===== src/rtl/shift_register_sequencer.sv =====
// Step sequencer: divided clock advances a load/rotate/LFSR shift register gating a square-wave tone.
// Latency: data_in reaches state on the first step after 2 sync flops; step is one cycle after divider all-ones.
// Backpressure: none; short presses are latched in a capture flag until the next step consumes them.
module shift_register_sequencer #(
    parameter int WIDTH    = 6,
    parameter int DIV_BITS = 20,
    parameter int PITCH    = 7645,
    parameter logic [WIDTH-1:0] LFSR_TAPS = {2'b11, {(WIDTH-2){1'b0}}}
) (
    input  logic             clk,
    input  logic             rst,
    input  logic             data_in,
    input  logic [1:0]       mode,
    input  logic [WIDTH-1:0] tap_mask,
    output logic [WIDTH-1:0] state,
    output logic             step,
    output logic             gate,
    output logic             audio_out
);
    localparam int OSC_W = (PITCH > 1) ? $clog2(PITCH) : 1;
    localparam logic [OSC_W-1:0] PITCH_LAST = OSC_W'(PITCH - 1);

    localparam logic [1:0] MODE_LOAD   = 2'b00;
    localparam logic [1:0] MODE_ROTATE = 2'b01;
    localparam logic [1:0] MODE_LFSR   = 2'b10;

    logic                sync_a;
    logic                sync_b;
    logic                capture;
    logic                step_q;
    logic                square;
    logic [DIV_BITS-1:0] div_cnt;
    logic [OSC_W-1:0]    osc_cnt;
    logic [WIDTH-1:0]    shreg;
    logic [WIDTH-1:0]    shreg_next;
    logic                new_bit;
    logic                fb;

    assign new_bit = capture | sync_b;
    // An all-zero register would lock the LFSR, so feed a 1 to escape.
    assign fb      = (shreg == '0) ? 1'b1 : ^(shreg & LFSR_TAPS);

    always_comb begin
        shreg_next = shreg;
        case (mode)
            MODE_LOAD:   shreg_next = {new_bit, shreg[WIDTH-1:1]};
            MODE_ROTATE: shreg_next = {shreg[0], shreg[WIDTH-1:1]};
            MODE_LFSR:   shreg_next = {fb, shreg[WIDTH-1:1]};
            default:     shreg_next = shreg;
        endcase
    end

    always_ff @(posedge clk) begin
        if (rst) begin
            sync_a  <= 1'b0;
            sync_b  <= 1'b0;
            capture <= 1'b0;
            step_q  <= 1'b0;
            div_cnt <= '0;
            shreg   <= '0;
            osc_cnt <= '0;
            square  <= 1'b0;
        end else begin
            sync_a  <= data_in;
            sync_b  <= sync_a;
            div_cnt <= div_cnt + 1'b1;
            // Registered wrap detect: step is high while the divider reads 0.
            step_q  <= &div_cnt;
            capture <= step_q ? 1'b0 : (capture | sync_b);
            if (step_q) begin
                shreg <= shreg_next;
            end
            if (osc_cnt == PITCH_LAST) begin
                osc_cnt <= '0;
                square  <= ~square;
            end else begin
                osc_cnt <= osc_cnt + 1'b1;
            end
        end
    end

    assign state     = shreg;
    assign step      = step_q;
    assign gate      = |(shreg & tap_mask);
    assign audio_out = square & gate;
endmodule


===== config.mk =====
export PLATFORM = sky130hd
export DESIGN_NAME = shift_register_sequencer
export DESIGN_NICKNAME = d
export VERILOG_FILES = /design/src/rtl/shift_register_sequencer.sv
export SDC_FILE = /design/constraint.sdc
export NUM_CORES = 1
export LEC_CHECK = 0
export ABC_AREA = 1
export BUFFER_PORTS_ARGS = -buffer_cell sky130_fd_sc_hd__buf_2
export CAP_MARGIN = 20
export CORE_MARGIN = 3
export CORE_UTILIZATION = 63
export DETAILED_ROUTE_END_ITERATION = 7
export PLACE_DENSITY = 0.84
export SLEW_MARGIN = 10
export SYNTH_ARGS = -nofsm -noshare
export SYNTH_HDL_FRONTEND = slang
export SYNTH_SLANG_ARGS = --single-unit

===== constraint.sdc =====
create_clock -name clk -period 2.75 [get_ports clk]
set_input_delay 0.6875 -clock clk [delete_from_list [all_inputs] [get_ports clk]]
set_output_delay 0.6875 -clock clk [all_outputs]
set_load 0.01 [all_outputs]

==> key figures <==
Outcome
  – Status: finished clean

Clock network
  – Clk sinks: 44
  – Count of hold-fix buffers inserted at cts: 0
  – Clock buffer count from CTS: 5
  – Number of buffers added for setup after CTS: 0
  – CTS root buf: sky130_fd_sc_hd__clkbuf_4
  – Maximum buffer depth of the clock tree: 2
  – H-tree depth: 2
  – CTS tree: yes
  – Clock latency on the worst-skew pair: 360 ps
  – Count of instances resized after the clock tree is built: 0
  – Clock slew at reported path FFs: 140 ps

Logic synthesis
  – Yosys reg bits: 44
  – EDFF count, synth: 0
  – Proportion of synthesized chip area in sequential cells: 0.391
  – Proportion of netlist area held by the largest area contributor: 0.391
  – Mapped Avg Cell Area: 7.39 µm²
  – Top cell type by total area after synthesis: sky130_fd_sc_hd__dfxtp_1
  – Most repeated cell in the gate-level netlist after synthesis: sky130_fd_sc_hd__nand2_1
  – Number of nets produced by synthesis: 323
  – Most common library cells after synthesis: sky130_fd_sc_hd__nand2_1 (58), sky130_fd_sc_hd__nor2_1 (50), sky130_fd_sc_hd__dfxtp_1 (44)
  – Synthesized cell area: 0.00225 mm²
  – Count of yosys warnings during synthesis: 0
  – Distinct cells, synth: 31
  – Predominant post-synthesis flop cell: sky130_fd_sc_hd__dfxtp_1
  – Number of instances in the synthesized netlist: 305
  – Largest cells by area after synthesis: sky130_fd_sc_hd__dfxtp_1 (39%), sky130_fd_sc_hd__nand2_1 (9.7%), sky130_fd_sc_hd__nor2_1 (8.3%), sky130_fd_sc_hd__inv_1 (6.0%), sky130_fd_sc_hd__a21oi_1 (4.2%)
  – Async set-or-reset flop fraction in the synthesized netlist: 0

Power and ir drop
  – Leakage: 1.03 nW
  – Areal power density over the cells: 464 mW/mm²
  – Total design power: 1.13 mW
  – Maximum vdd ir drop: 450 µV

Detailed routing
  – Total wire length: 4010 µm
  – Violation count after the first detailed-routing iteration: 105
  – Count of vias placed by the detailed router: 1,871
  – First-pass DRT Iterations: 4
  – Vias per Instance: 5.07
  – Number of nets with antenna violations after routing: 0
  – Average wire per cell in the routed design: 10.9 µm
  – Detailed-route DRC error count: 0

GRT
  – Number of global-route vias before repair: 1,696
  – Antenna violations before repair: 0
  – Wire length of the first global-routing pass: 6890 µm
  – GR Overflow Total: 0
  – Overall track demand over capacity in global routing: 0.205
  – Maximum number of pins on one net before global-route repair: 18

Cells and area
  – Total inserted antenna cells: 0
  – Fillers: 270
  – Post-layout net count: 340
  – Share of post-route cells with drive strength above 1: 0.170
  – Finished Layout Cells: 369
  – Area Overhead vs Synth: 7.77%

Timing
  – Slew at the pin with the worst max-slew slack: 476 ps
  – Setup violation total in the final timing report: 0
  – RSZ-0062 raised after global routing: false
  – Tmin final: 2020 ps
  – Minimum hold slack: 426 ps
  – Count of endpoints failing hold in the final timing report: 0
  – Highest clock frequency the design can meet: 0.495 GHz
  – Rel. slew slack: 0.682
  – Final setup skew: 16.4 ps
  – Final critical-path share of the clock period: 0.734
  – Setup_tns: 0 ps
  – Final Max Tran Viols: 0

Critical path
  – Crit path top cell by count: sky130_fd_sc_hd__nand2_1
  – Cell-by-cell trace of the critical path: nand2_1 -> nand2_1 -> a21oi_1 -> a31oi_1 -> buf_2
  – Critical path launch point type: register
  – Endpoint arrival time on the critical path: 1330 ps
  – WS Path Type: reg2out
  – Slowest-stage cell, CP: sky130_fd_sc_hd__dfxtp_1
  – Type of destination of the critical path: output port
  – Required @ worst endpoint: 2060 ps
  – Biggest fanout along the worst timing path: 5
  – Critical Path Max Stage Delay: 430 ps

Floorplan
  – Number of I/O pins: 20
  – Total number of placement rows: 21
  – Height of the chip: 65.8 µm
  – Die width: 65.8 µm
  – Overall die area: 0.00433 mm²
  – Effective utilization at floorplan: 0.665
  – Core area: 0.00339 mm²

Flow run
  – Count of maximum capacitance violations: 0

Placed design
  – Post-detail-place hpwl: 2990 µm
  – Number of buffer cells added on primary ports: 19
  – # placed instances: 361
  – Placer's final routability congestion estimate: 0.801

Worst hold path
  – HP Class: reg2reg
==> kinds of logic after synthesis <==
kind of cell | synth area share
AOI/OAI and AO/OA | 0.0877
xor gates and xnor gates | 0.0311
adders and majority gates | 0.0388
buffers and inverters | 0.0949
DFF | 0.391
and+or+nand+nor | 0.357
==> state kept, by name, summed over array words and instances (netlist names) <==
| signal | cells |
|---|---|
| square | 1 |
| state | 6 |
| div_cnt | 20 |
| sync_b | 1 |
| sync_a | 1 |
| osc_cnt | 13 |
| capture | 1 |
| step | 1 |
==> cell usage in the layout, fill, tap and decap left out, types with 4 or more instances in the layout <==
master                     netlist  layout
sky130_fd_sc_hd__nand3_1        17      17
sky130_fd_sc_hd__dfxtp_1        44      44
sky130_fd_sc_hd__nor2_2          4       4
sky130_fd_sc_hd__clkbuf_4        0       5
sky130_fd_sc_hd__buf_2           1      19
sky130_fd_sc_hd__inv_1          36      36
sky130_fd_sc_hd__nor3_1          4       4
sky130_fd_sc_hd__ha_1            7       7
sky130_fd_sc_hd__a21oi_1        19      19
sky130_fd_sc_hd__o21ai_0        10      10
sky130_fd_sc_hd__nand2_2         8       8
sky130_fd_sc_hd__nand2_1        58      58
sky130_fd_sc_hd__xor2_1          5       5
sky130_fd_sc_hd__nor2_4          6       6
sky130_fd_sc_hd__nor2_1         50      50
sky130_fd_sc_hd__nand4_1         4       4
==> critical path: cells and delay by family, from the launching register on <==
| kind | cells | cell delay (ps) |
|---|---|---|
| flip-flops | 1 | 430 |
| buffers and inverters | 1 | 160 |
| AND/OR/NAND/NOR | 2 | 130 |
| AO/OA/AOI/OAI | 2 | 250 |
==> routing by layer <==
| layer | up-vias | global-route usage | routed length (µm) |
|---|---|---|---|
| li1 | 985 | - | - |
| met1 | 843 | 0.239 | 1790 |
| met5 | - | 0 | 0 |
| met2 | 32 | 0.359 | 1980 |
| met4 | 0 | 0.0933 | 88 |
| met3 | 11 | 0.0408 | 153 |
==> layout make-up <==
type                       instances  area (µm²)  area share
inverter                          39         146      0.0602
tap                               46        57.6      0.0237
timing repair buffer              19        95.1      0.0391
clock inverter                     2        38.8      0.0160
multi-input combinational        213        1160       0.477
sequential                        44         881       0.363
clock buffer                       6        51.3      0.0211
==> path summary, 6_finish.rpt <==
kind              startpoint         end  slack [ps]  cells after the start
hold reg to reg       sync_a      sync_b         430                      2
hold / removal        sync_a      sync_b         430                      2
setup reg to reg  osc_cnt[0]  osc_cnt[7]        1390                      7
setup / recovery    state[2]   audio_out         730                      5
==> stage by stage <==
| step | setup slack [ps] | cell area, µm² | utilization |
|---|---|---|---|
| 2_1_floorplan | 969 | 2250 | - |
| 3_3_place_gp | 768 | 2340 | 0.690 |
| 3_5_place_dp | 748 | 2340 | 0.690 |
| 4_1_cts | 727 | 2430 | 0.717 |
| 5_1_grt | 568 | 2430 | 0.717 |
| 6_report | 732 | 2430 | 0.717 |
==> where the power goes <==
part / internal [mW] / switching (mW) / leakage [nW]
clock network: 0.218 / 0.209 / 0.0484
registers: 0.647 / 0.00675 / 0.356
logic: 0.0178 / 0.0287 / 0.621
total: 0.883 / 0.245 / 1.03
(Power assumes the default switching activity.)
